**src/rtl/eth_mac_tx_arb.sv**
```systemverilog
// -----------------------------------------------------------------------------
// eth_mac_tx_arb
//
// Frame-atomic round-robin arbiter that shares the MAC direct TX data path
// between two 32-bit frame sources. A source is granted only on a start beat.
// It keeps the path until its end beat is accepted. The id of every frame
// handed to the MAC is queued, so that each TX status word coming back from
// the MAC is routed to the source that sent that frame.
//
// Ports
//   clk_app_i, rst_clk_app_n          application clock, async active-low reset
//   sN_valid/data/start/end/bytesel_i source N beat (N = 0, 1)
//   sN_ready_o                        source N beat accepted (valid & ready)
//   sN_status_o, sN_status_valid_o    routed TX status word + one-cycle pulse
//   tx_valid/data/start/end/bytesel_o beat towards the MAC
//   tx_ready_i                        MAC accepts the beat
//   tx_status_i, tx_status_valid_i    per-frame TX status from the MAC
//   owner_o                           {busy, owner id}, 2'b00 when idle
//   err_orphan_o                      sticky: status with no frame outstanding
//   err_proto_o                       sticky: non-start beat flushed while idle
// -----------------------------------------------------------------------------
module eth_mac_tx_arb #(
  parameter int STAT_DEPTH = 4
) (
  input  logic        clk_app_i,
  input  logic        rst_clk_app_n,
  input  logic        s0_valid_i,
  input  logic [31:0] s0_data_i,
  input  logic        s0_start_i,
  input  logic        s0_end_i,
  input  logic [1:0]  s0_bytesel_i,
  output logic        s0_ready_o,
  output logic [7:0]  s0_status_o,
  output logic        s0_status_valid_o,
  input  logic        s1_valid_i,
  input  logic [31:0] s1_data_i,
  input  logic        s1_start_i,
  input  logic        s1_end_i,
  input  logic [1:0]  s1_bytesel_i,
  output logic        s1_ready_o,
  output logic [7:0]  s1_status_o,
  output logic        s1_status_valid_o,
  output logic        tx_valid_o,
  output logic [31:0] tx_data_o,
  output logic        tx_start_o,
  output logic        tx_end_o,
  output logic [1:0]  tx_bytesel_o,
  input  logic        tx_ready_i,
  input  logic [7:0]  tx_status_i,
  input  logic        tx_status_valid_i,
  output logic [1:0]  owner_o,
  output logic        err_orphan_o,
  output logic        err_proto_o
);

  localparam int PTR_W = (STAT_DEPTH > 1) ? $clog2(STAT_DEPTH) : 1;
  localparam int CNT_W = $clog2(STAT_DEPTH + 1);

  typedef enum logic {IDLE = 1'b0, XFER = 1'b1} state_t;

  state_t             state_reg;
  logic               owner_reg;
  logic               pri_reg;
  logic               fifo_mem [STAT_DEPTH];
  logic [PTR_W-1:0]   rd_ptr_reg;
  logic [PTR_W-1:0]   wr_ptr_reg;
  logic [CNT_W-1:0]   cnt_reg;
  logic [CNT_W-1:0]   cnt_next;
  logic [7:0]         status_reg [2];
  logic [1:0]         status_valid_reg;
  logic               err_orphan_reg;
  logic               err_proto_reg;

  // Source inputs gathered into arrays indexed by source id
  logic [1:0]  src_valid;
  logic [1:0]  src_start;
  logic [1:0]  src_end;
  logic [31:0] src_data [2];
  logic [1:0]  src_bytesel [2];
  logic [1:0]  src_ready;

  assign src_valid      = {s1_valid_i, s0_valid_i};
  assign src_start      = {s1_start_i, s0_start_i};
  assign src_end        = {s1_end_i, s0_end_i};
  assign src_data[0]    = s0_data_i;
  assign src_data[1]    = s1_data_i;
  assign src_bytesel[0] = s0_bytesel_i;
  assign src_bytesel[1] = s1_bytesel_i;

  logic       busy;
  logic [1:0] cand;
  logic [1:0] junk;
  logic       fifo_full;
  logic       fifo_empty;
  logic       grant;
  logic       grant_id;
  logic       push;
  logic       pop;
  logic       bypass;
  logic       route;
  logic       route_id;
  logic       orphan;
  logic       do_write;
  logic       do_read;

  assign busy       = (state_reg == XFER);
  assign cand       = src_valid & src_start;
  assign junk       = src_valid & ~src_start;
  assign fifo_full  = (cnt_reg == CNT_W'(STAT_DEPTH));
  assign fifo_empty = (cnt_reg == '0);
  assign grant      = ~busy & (|cand) & ~fifo_full;
  // With both requesting, pri names the winner. Otherwise the single requester wins.
  assign grant_id   = (cand[0] & cand[1]) ? pri_reg : cand[1];

  // Owner's beat goes straight through to the MAC. The path is all-zero while idle.
  assign tx_valid_o   = busy & src_valid[owner_reg];
  assign tx_data_o    = busy ? src_data[owner_reg] : 32'd0;
  assign tx_start_o   = busy & src_start[owner_reg];
  assign tx_end_o     = busy & src_end[owner_reg];
  assign tx_bytesel_o = busy ? src_bytesel[owner_reg] : 2'b00;

  genvar gi;
  generate
    for (gi = 0; gi < 2; gi++) begin : g_ready
      // While idle, any non-start beat is swallowed and discarded. Ready is held low in reset.
      assign src_ready[gi] = rst_clk_app_n &
                             (busy ? ((owner_reg == 1'(gi)) & tx_ready_i) : junk[gi]);
    end
  endgenerate

  assign s0_ready_o = src_ready[0];
  assign s1_ready_o = src_ready[1];

  // Status routing. When the FIFO is empty and a frame ends in the same cycle,
  // the finishing owner's id goes straight to the router and is never stored.
  assign push     = tx_valid_o & tx_ready_i & tx_end_o;
  assign pop      = tx_status_valid_i;
  assign bypass   = pop & fifo_empty & push;
  assign route    = pop & (~fifo_empty | push);
  assign route_id = fifo_empty ? owner_reg : fifo_mem[rd_ptr_reg];
  assign orphan   = pop & fifo_empty & ~push;
  assign do_write = push & ~bypass;
  assign do_read  = pop & ~fifo_empty;
  assign cnt_next = cnt_reg + CNT_W'(do_write) - CNT_W'(do_read);

  function automatic logic [PTR_W-1:0] ptr_inc(input logic [PTR_W-1:0] p);
    return (p == PTR_W'(STAT_DEPTH - 1)) ? '0 : p + 1'b1;
  endfunction

  always_ff @(posedge clk_app_i or negedge rst_clk_app_n) begin
    if (!rst_clk_app_n) begin
      state_reg <= IDLE;
      owner_reg <= 1'b0;
      pri_reg   <= 1'b0;
    end else begin
      case (state_reg)
        IDLE: begin
          if (grant) begin
            state_reg <= XFER;
            owner_reg <= grant_id;
          end
        end
        XFER: begin
          if (push) begin
            state_reg <= IDLE;
            pri_reg   <= ~owner_reg;
          end
        end
        default: state_reg <= IDLE;
      endcase
    end
  end

  always_ff @(posedge clk_app_i or negedge rst_clk_app_n) begin
    if (!rst_clk_app_n) begin
      rd_ptr_reg <= '0;
      wr_ptr_reg <= '0;
      cnt_reg    <= '0;
    end else begin
      if (do_write) wr_ptr_reg <= ptr_inc(wr_ptr_reg);
      if (do_read)  rd_ptr_reg <= ptr_inc(rd_ptr_reg);
      cnt_reg <= cnt_next;
    end
  end

  // Entry storage needs no reset: the pointers and count define what is valid.
  always_ff @(posedge clk_app_i) begin
    if (do_write) fifo_mem[wr_ptr_reg] <= owner_reg;
  end

  always_ff @(posedge clk_app_i or negedge rst_clk_app_n) begin
    if (!rst_clk_app_n) begin
      status_reg[0]    <= 8'd0;
      status_reg[1]    <= 8'd0;
      status_valid_reg <= 2'b00;
      err_orphan_reg   <= 1'b0;
      err_proto_reg    <= 1'b0;
    end else begin
      for (int i = 0; i < 2; i++) begin
        status_valid_reg[i] <= route & (route_id == 1'(i));
        if (route && (route_id == 1'(i))) status_reg[i] <= tx_status_i;
      end
      if (orphan)          err_orphan_reg <= 1'b1;
      if (!busy && |junk)  err_proto_reg  <= 1'b1;
    end
  end

  assign s0_status_o       = status_reg[0];
  assign s1_status_o       = status_reg[1];
  assign s0_status_valid_o = status_valid_reg[0];
  assign s1_status_valid_o = status_valid_reg[1];
  assign owner_o           = {busy, busy & owner_reg};
  assign err_orphan_o      = err_orphan_reg;
  assign err_proto_o       = err_proto_reg;

endmodule

```
**config.mk**
```make
export PLATFORM = sky130hd
export DESIGN_NAME = eth_mac_tx_arb
export DESIGN_NICKNAME = d
export VERILOG_FILES = /design/src/rtl/eth_mac_tx_arb.sv
export SDC_FILE = /design/constraint.sdc
export NUM_CORES = 1
export LEC_CHECK = 0
export CAP_MARGIN = 10
export CORE_UTILIZATION = 36
export DETAILED_ROUTE_END_ITERATION = 8
export PLACE_DENSITY = 0.8
export SYNTH_ARGS = -nofsm -noshare
export SYNTH_HDL_FRONTEND = slang
export SYNTH_SLANG_ARGS = --single-unit
```
**constraint.sdc**
```tcl
create_clock -name clk_app_i -period 3.3 [get_ports clk_app_i]
set_clock_uncertainty 0.1 [all_clocks]
set_input_delay 0.495 -clock clk_app_i [delete_from_list [all_inputs] [get_ports clk_app_i]]
set_output_delay 0.495 -clock clk_app_i [all_outputs]
set_load 0.05 [all_outputs]
```
==> results.sh <==
export IMPL_wl_met1_um=2270
export IMPL_synth_edff_count=4
export IMPL_nets=433
export IMPL_drv_cap=0
export IMPL_dr_pass1_iters=4
export IMPL_drt_iter0_drc=40
export IMPL_route_detailed_drc=0
export IMPL_rsz0062_at_grt="no"
export IMPL_post_route_min_period_ns=2.92
export IMPL_synth_common_cells="nor2b_1 (38), mux2i_1 (37), dfrtp_1 (30)"
export IMPL_crit_arrival_ns=2.33
export IMPL_clockBufferDepth=2
export IMPL_final_core_util=0.653
export IMPL_startpoint_type="register"
export IMPL_wirelength_um=5980
export IMPL_htreeDepth=2
export IMPL_grt_ovfl_total=0
export IMPL_finalCritPeriodShare=0.886
export IMPL_cts_tree="built"
export IMPL_io_pins=147
export IMPL_cts_inserted_buffers=5
export IMPL_setup_worst_path_class="reg -> out"
export IMPL_grt_max_degree=47
export IMPL_ys_seq_elements=34
export IMPL_syn_inst=194
export IMPL_yosys_area_top_type="dfrtp_1"
export IMPL_grt_pass1_wl_um=9270
export IMPL_leakagePower_nw=1.63
export IMPL_route_met3_wl_um=597
export IMPL_insertion_delay_ns=0.28
export IMPL_hold_class="reg -> reg"
export IMPL_finalSetupTns_ns=0
export IMPL_critPathRequiredTime_ns=2.70
export IMPL_grt_pass1_vias=2052
export IMPL_drive_above_1_share=0.120
export IMPL_synth_flop_cell="dfrtp_1"
export IMPL_syn_num_nets=287
export IMPL_ctsHoldBuffers=0
export IMPL_synth_top_cell_area_share=0.336
export IMPL_route_met2_wl_um=3050
export IMPL_dp_hpwl_um=4960
export IMPL_path_max_fanout=18
export IMPL_relSlewSlack=0.618
export IMPL_outcome="finished clean"
export IMPL_final_setup_viol_count=0
export IMPL_worst_pin_slew_ns=0.572
export IMPL_endpoint_kind="output pin"
export IMPL_grt_usage=0.188
export IMPL_synth_most_common_cell="nor2b_1"
export IMPL_highest_layer="met4"
export IMPL_cts_root_buf="clkbuf_8"
export IMPL_cts_resized=0
export IMPL_finalHoldViolations=0
export IMPL_synth_area_sq_um=2230
export IMPL_synth_area_per_cell_sq_um=11.5
export IMPL_core_area_sq_um=5960
export IMPL_chipWidth_um=80.8
export IMPL_ant_nets=0
export IMPL_max_freq_ghz=0.342
export IMPL_clkSinkCount=34
export IMPL_routedWlPerCell_um=14.4
export IMPL_clk_pin_slew_ns=0.07
export IMPL_dr_total_vias=1985
export IMPL_ys_warn_count=0
export IMPL_async_flop_share=0.882
export IMPL_antenna_cells=0
export IMPL_port_buffers=146
export IMPL_synth_seq_area_share=0.390
export IMPL_ir_drop_v=0.000624
export IMPL_power_density_nw_per_um2=1030
export IMPL_fill_cells=521
export IMPL_area_delta_synth_final_pct=74.1
export IMPL_slew_violations=0
export IMPL_die_h_um=80.8
export IMPL_synth_distinct_cells=40
export IMPL_antenna_found_initial=0
export IMPL_postCtsSetupBuffers=0
export IMPL_gp_congestion=0.729
export IMPL_viasPerCell=4.77
export IMPL_die_area_sq_um=6520
export IMPL_start_util=0.375
export IMPL_synthTopCellsByArea="dfrtp_1 (34%), mux2i_1 (17%), nor2b_1 (11%)"
export IMPL_rows=28
-- path summary, 6_finish.rpt --
| path | end | slack, ns | depth (start not counted) | from |
|---|---|---|---|---|
| setup / recovery | tx_data_o[18] | 0.38 | 4 | owner_reg |
| hold / removal | err_proto_o | 0.38 | 1 | err_proto_o |
| setup reg to reg | cnt_reg[2] | 0.75 | 9 | owner_reg |
| hold reg to reg | err_proto_o | 0.38 | 1 | err_proto_o |
| max in group asynchronous | owner_reg | 2.26 | 2 | rst_clk_app_n |
| min in group asynchronous | cnt_reg[0] | 0.56 | 2 | rst_clk_app_n |
-- power breakdown --
part / leakage, nW / total, mW / switching [mW] / internal (mW)
Sequential: 0.385 / 0.794 / 0.182 / 0.611
Clock: 0.0441 / 0.294 / 0.146 / 0.148
Combinational: 1.20 / 2.92 / 1.74 / 1.18
Total: 1.63 / 4.01 / 2.07 / 1.93
-- cells in the final DEF (no fill, tap or decap), types with 2 or more instances in the layout --
master / n
a22o_1: 2
mux2i_1: 37
nor2b_1: 38
clkbuf_8: 5
mux2_4: 8
mux2_2: 10
nand2b_1: 4
buf_12: 3
xnor2_1: 2
ha_1: 6
nand2_1: 2
edfxtp_1: 4
a21oi_1: 2
clkdlybuf4s50_1: 144
nor2_1: 3
buf_4: 4
dfrtp_1: 29
o21ai_0: 2
inv_1: 5
and2_1: 7
-- stage by stage --
stage | worst slack, ns | hold WS, ns | cells | cell area (sq um) | power, mW
after CTS | 0.339 | 0.382 | 416 | 3890 | 4.05
after floorplan | 0.907 | 0.0994 | 194 | 2230 | 2.80
after global placement | 0.502 | 0.360 | 408 | 3800 | 3.70
after global routing | 0.253 | 0.398 | 416 | 3890 | 4.22
after detailed placement | 0.414 | 0.358 | 408 | 3800 | 3.74
final | 0.377 | 0.376 | 416 | 3890 | 4.01
-- metal layers --
| layer | track usage | vias up |
|---|---|---|
| li1 | - | 960 |
| met1 | 0.206 | 920 |
| met2 | 0.331 | 97 |
| met3 | 0.0787 | 8 |
| met4 | 0.0518 | 0 |
| met5 | 0 | - |
-- kinds of logic after synthesis --
kind of cell	count (synthesis)	synth area share
buffers and inverters	17	0.0364
adders and majority gates	7	0.0426
DFF	34	0.390
AOI/OAI and AO/OA	16	0.0644
xor gates and xnor gates	2	0.00784
and+or+nand+nor	61	0.174
muxes	57	0.285
-- final cells by class --
cell class                 instances  area, sq um  share of cell area
multi-input combinational        143         1280               0.330
timing repair buffer             151         1530               0.394
clock buffer                       5         68.8              0.0177
clock inverter                     3         21.3             0.00547
sequential                        34          872               0.224
inverter                           5         18.8             0.00483
tap                               75         93.8              0.0241
-- worst max-delay path, cell delays in order, from the launching register on --
cell,delay (ns)
dfrtp_2,0.67
buf_4,0.30
mux2i_1,0.11
nor2b_1,0.11
clkdlybuf4s50_1,0.85
No activity file was read; power rests on OpenSTA's default activity.
==> RTL edit 1, RTL diff (same flow settings) <==
Put a register stage on the outputs `s0_status_o`, `s0_status_valid_o`, `s1_status_o` and `s1_status_valid_o`. The values now appear one clock later. The other outputs are not delayed to match.
--- a/src/rtl/eth_mac_tx_arb.sv
+++ b/src/rtl/eth_mac_tx_arb.sv
@@ -205,10 +205,12 @@
     end
   end
 
-  assign s0_status_o       = status_reg[0];
-  assign s1_status_o       = status_reg[1];
-  assign s0_status_valid_o = status_valid_reg[0];
-  assign s1_status_valid_o = status_valid_reg[1];
+  always_ff @(posedge clk_app_i) begin
+    s0_status_o       <= status_reg[0];
+    s0_status_valid_o <= status_valid_reg[0];
+    s1_status_o       <= status_reg[1];
+    s1_status_valid_o <= status_valid_reg[1];
+  end
   assign owner_o           = {busy, busy & owner_reg};
   assign err_orphan_o      = err_orphan_reg;
   assign err_proto_o       = err_proto_reg;
Formal check against the unedited RTL: not equivalent (Yosys sat finds a counterexample within 4 cycles, from zero or initial values and one cycle with rst_clk_app_n low).
==> RTL edit 1 against the original RTL <==
Sequential cell count rose by 18. Worst hold slack got worse by 0.12 ns. Synthesized area rose by 16%. Die area rose by 16%. Count of clock-buffer cells in the layout rose by 2. Design area rose by 11%. Setup slack improved by 0.11 ns. Synthesized cell count rose by 9.3%. Total power rose by 12%. Global-route usage fell by 1.8 points. Routed wire length rose by 4.1%. Register-to-register slack improved by 0.18 ns. Non-clock buffer count did not move. Critical endpoint is now tx_data_o[11]. Highest routed layer unchanged.
==> RTL edit 1: results (changes against the original RTL) <==
- Net Count, Synth: 305 (+6.3%)
- Multi-input combinational area share: 0.298 (-0.0316)
- Vias in the first global route: 2129 (+3.8%)
- GRT Overall Usage: 0.170 (-0.0175)
- Layout cells sized above 1: 0.114 (-0.00603)
- Met2 Use GR: 0.319 (-0.0121)
- Cells after DPL: 447 (+9.6%)
- Post-synth ARST share: 0.577 (-0.305)
- Clock-cell share: 0.0271 (+0.00388)
- Grt met3 use: 0.0607 (-0.0180)
- Worst hold slack: 0.251 ns (-0.125 ns)
- Post-Place Setup Slack: 0.366 ns (-0.0476 ns)
- Status: finished, final reports clean
- Met1 wire length: 2350 um (+3.5%)
- Hold path cells: 0 (-1)
- Area post-placement: 0.00418 mm2 (+10%)
- Top area cells in the synthesized netlist: dfrtp_1 29%, mux2i_1 14%, dfxtp_1 14%, nor2b_1 9.2%, edfxtp_1 4.6%
- Register area: 0.00123 mm2 (+41%)
- First-pass GRT wire length: 9940 um (+7.1%)
- Routed met3 length: 616 um (+3.2%)
- P_clk: 0.000409 W (+39%)
- Leak: 1.80 nW (+10%)
- Tap Cells: 96 (+28%)
- 1st-iter DRT viols: 50 (+25%)
- Met2 routed WL: 3230 um (+6.0%)
- HPWL Detailed: 5090 um (+2.7%)
- Post-synth cell types: 41 (+2.5%)
- Via density per instance: 4.54 (-4.9%)
- Post-synth top cells: 38 x nor2b_1, 37 x mux2i_1, 30 x dfrtp_1
- Synthesized area per cell: 12.2 um2 (+6.3%)
- Post-synthesis sequential area ratio: 0.475 (+0.0848)
- Routability cong.: 0.749 (+2.6%)
- Highest cell delay on the worst timing path: 0.83 ns (-0.02 ns)
- Clock power share: 0.091 (+0.018)
- Worst Max-Slew Pin Slew: 0.557 ns (-0.0152 ns)
- Filler Cell Count: 586 (+12%)
- Routing usage on met1: 0.184 (-0.0221)
- Sw Ratio: 0.479 (-0.0385)
- Worst-path clk slew: 0.09 ns (+0.02 ns)
- Wire per inst: 13.7 um (-4.9%)
- Crit path max fanout: 17 (-1)
[RTL edit 1: cell types whose count changed after synthesis]
cell	change
dfxtp_1	+18
[RTL edit 1: worst max path at each step]
| stage | to | start | depth (start not counted) | slack (ns) |
|---|---|---|---|---|
| 2_1_floorplan | cnt_reg[2] | owner_reg | 10 | 0.91 |
| 4_1_cts | tx_end_o | owner_reg | 4 | 0.47 |
| 5_1_grt | tx_data_o[11] | owner_reg | 4 | 0.36 |
| 3_3_place_gp | cnt_reg[2] | s1_valid_i | 10 | 0.47 |
| 6_report | tx_data_o[11] | owner_reg | 4 | 0.49 |
| 3_5_place_dp | cnt_reg[2] | s1_valid_i | 10 | 0.37 |
[RTL edit 1: logic make-up (layout without fill, tap and decap cells)]
group,Yosys count,count (layout),share of synthesized area
buffers and inverters,17,164,0.0314
adder cells (fa/ha/maj),7,7,0.0367
XOR/XNOR,2,2,0.00675
AND/OR/NAND/NOR,61,61,0.150
multiplexers,57,57,0.246
flip-flops,52,52,0.475
AO/OA/AOI/OAI,16,16,0.0555
==> RTL edit 2, RTL diff (same flow settings) <==
Without the edit above. Set the parameter `STAT_DEPTH` to 8 (it was 4).
--- a/src/rtl/eth_mac_tx_arb.sv
+++ b/src/rtl/eth_mac_tx_arb.sv
@@ -20,7 +20,7 @@
 //   err_proto_o                       sticky: non-start beat flushed while idle
 // -----------------------------------------------------------------------------
 module eth_mac_tx_arb #(
-  parameter int STAT_DEPTH = 4
+  parameter int STAT_DEPTH = 8
 ) (
   input  logic        clk_app_i,
   input  logic        rst_clk_app_n,
Formal check against the unedited RTL: not equivalent (a bounded check fails within 10 cycles, from zero or initial values and one cycle with rst_clk_app_n low).
==> RTL edit 2 against the original RTL <==
Worst hold slack better by 0.013 ns. Via count up 13%. Total power up 9.8%. Synthesized area up 13%. Register-to-register slack worse by 0.18 ns. Largest cell class unchanged. Sequential cell count up 7. Highest routed layer unchanged. Setup slack better by 0.015 ns. Design area up 8.9%. Routed wire length up 9.7%. Count of clock-buffer cells in the layout up 2.
==> RTL edit 2: results (changes against the original RTL) <==
- Initial antenna violation count: 0 (unchanged)
- Met2 Use GR: 0.338 (+0.00683)
- Post-Place Setup Slack: 0.240 ns (-0.173 ns)
- Worst r2r path cells: 10 (+1)
- Met2 routed WL: 3530 um (+16%)
- Status: finished, final reports clean
- Grt met3 use: 0.0481 (-0.0305)
- Routing usage on met1: 0.199 (-0.00744)
- FF-to-FF End: cnt_reg[2]
- Post-synth top cells: 41 x mux2i_1, 36 x nor2b_1, 33 x dfrtp_1
- Syn Inst Count: 231 (+19%)
- Max IR drop VDD: 0.665 mV (+6.6%)
- First-pass GRT wire length: 10300 um (+11%)
- 1st-iter DRT viols: 76 (+90%)
- Met1 wire length: 2430 um (+7.3%)
- Cells after DPL: 467 (+14%)
- HPWL Detailed: 5250 um (+5.8%)
- CP max stage cell: clkdlybuf4s50_1
- Final WL: 6560 um (+9.7%)
- Leak: 1.77 nW (+8.9%)
- Post-synth cell types: 37 (-7.5%)
- Total Nets Final: 475 (+9.7%)
- Area post-placement: 0.00412 mm2 (+8.5%)
- Max clock buf depth: 2 (unchanged)
- Number of synthesized flops with an enable pin: 8 (+4)
- Flop-to-flop setup slack: 0.57 ns (-0.18 ns)
- Routability cong.: 0.767 (+5.2%)
- # H-tree levels: 2 (unchanged)
- Highest cell delay on the worst timing path: 0.81 ns (-0.04 ns)
- Post-CTS setup buffer count: 0 (unchanged)
- Arrival time worst endpoint: 2.31 ns (-0.02 ns)
- Ant diodes: 0 (unchanged)
- Crit path max fanout: 19 (+1)
- Post-synth ARST share: 0.805 (-0.0775)
- Critical path endpoint: tx_data_o[3]
- Max_slew headroom: 0.622 (+0.00388)
- Net Count, Synth: 328 (+14%)
- Routed met3 length: 469 um (-21%)
- Vias in the first global route: 2249 (+9.6%)
- GRT Overall Usage: 0.182 (-0.00575)
- Wire per inst: 13.8 um (-3.9%)
- Layout cells sized above 1: 0.106 (-0.0147)
- Post-synthesis sequential area ratio: 0.421 (+0.0312)
- Filler Cell Count: 565 (+8.4%)
- Top area cells in the synthesized netlist: dfrtp_1 33%, mux2i_1 16%, edfxtp_1 9.5%, nor2b_1 8.9%, mux2_2 7.6%
- Fmax: 0.344 GHz (+0.53%)
- Via density per instance: 4.73 (-0.86%)
- First-pass DRT Iterations: 6 (+2)
- I/O Buffers: 146 (unchanged)
- Sw Ratio: 0.506 (-0.0116)
- Worst-path clk slew: about 0.080 ns
## RTL edit 2: critical path: cells and delay by family (launching register included)
| kind | cells | cell delay, ns |
|---|---|---|
| buffers and inverters | 2 | 1.14 |
| AND/OR/NAND/NOR | 1 | 0.13 |
| multiplexers | 1 | 0.10 |
| flip-flops | 1 | 0.63 |
## RTL edit 2: final cells by class
type / count / area (um2) / share of cell area
Sequential cell: 41 / 1070 / 0.252
Timing Repair Buffer: 153 / 1530 / 0.362
Multi-Input combinational cell: 167 / 1360 / 0.321
Tap cell: 96 / 120 / 0.0284
Inverter: 10 / 37.5 / 0.00886
Clock buffer: 7 / 108 / 0.0254
Clock inverter: 1 / 7.51 / 0.00177
## RTL edit 2: worst min path at each step
stage	slack, ns	start	cells after the start	end
floorplan	0.1	rst_clk_app_n	0	busy
global placement	0.36	err_orphan_o	1	err_orphan_o
detailed placement	0.37	err_orphan_o	1	err_orphan_o
CTS	0.40	err_orphan_o	1	err_orphan_o
global route	0.42	s0_status_o[3]	1	s0_status_o[3]
finish	0.39	err_orphan_o	1	err_orphan_o
## RTL edit 2: kinds of logic (layout without fill, tap and decap cells)
logic type	after synthesis	after routing	synth area share
AOI/OAI and AO/OA	19	19	0.0578
xor gates and xnor gates	2	2	0.00692
adders and majority gates	11	11	0.0573
buffers and inverters	23	171	0.0410
DFF	41	41	0.421
muxes	59	59	0.247
and+or+nand+nor	76	76	0.169
## RTL edit 2: power groups by stage
stage | Sequential [W] | Combinational, W | Clock, W
after floorplan | 0.00127 | 0.00178 | 0
after global placement | 0.000911 | 0.00308 | 0
after detailed placement | 0.000924 | 0.00312 | 0
after CTS | 0.000915 | 0.00313 | 0.000396
after global routing | 0.000942 | 0.00328 | 0.000418
final | 0.000912 | 0.00310 | 0.000387
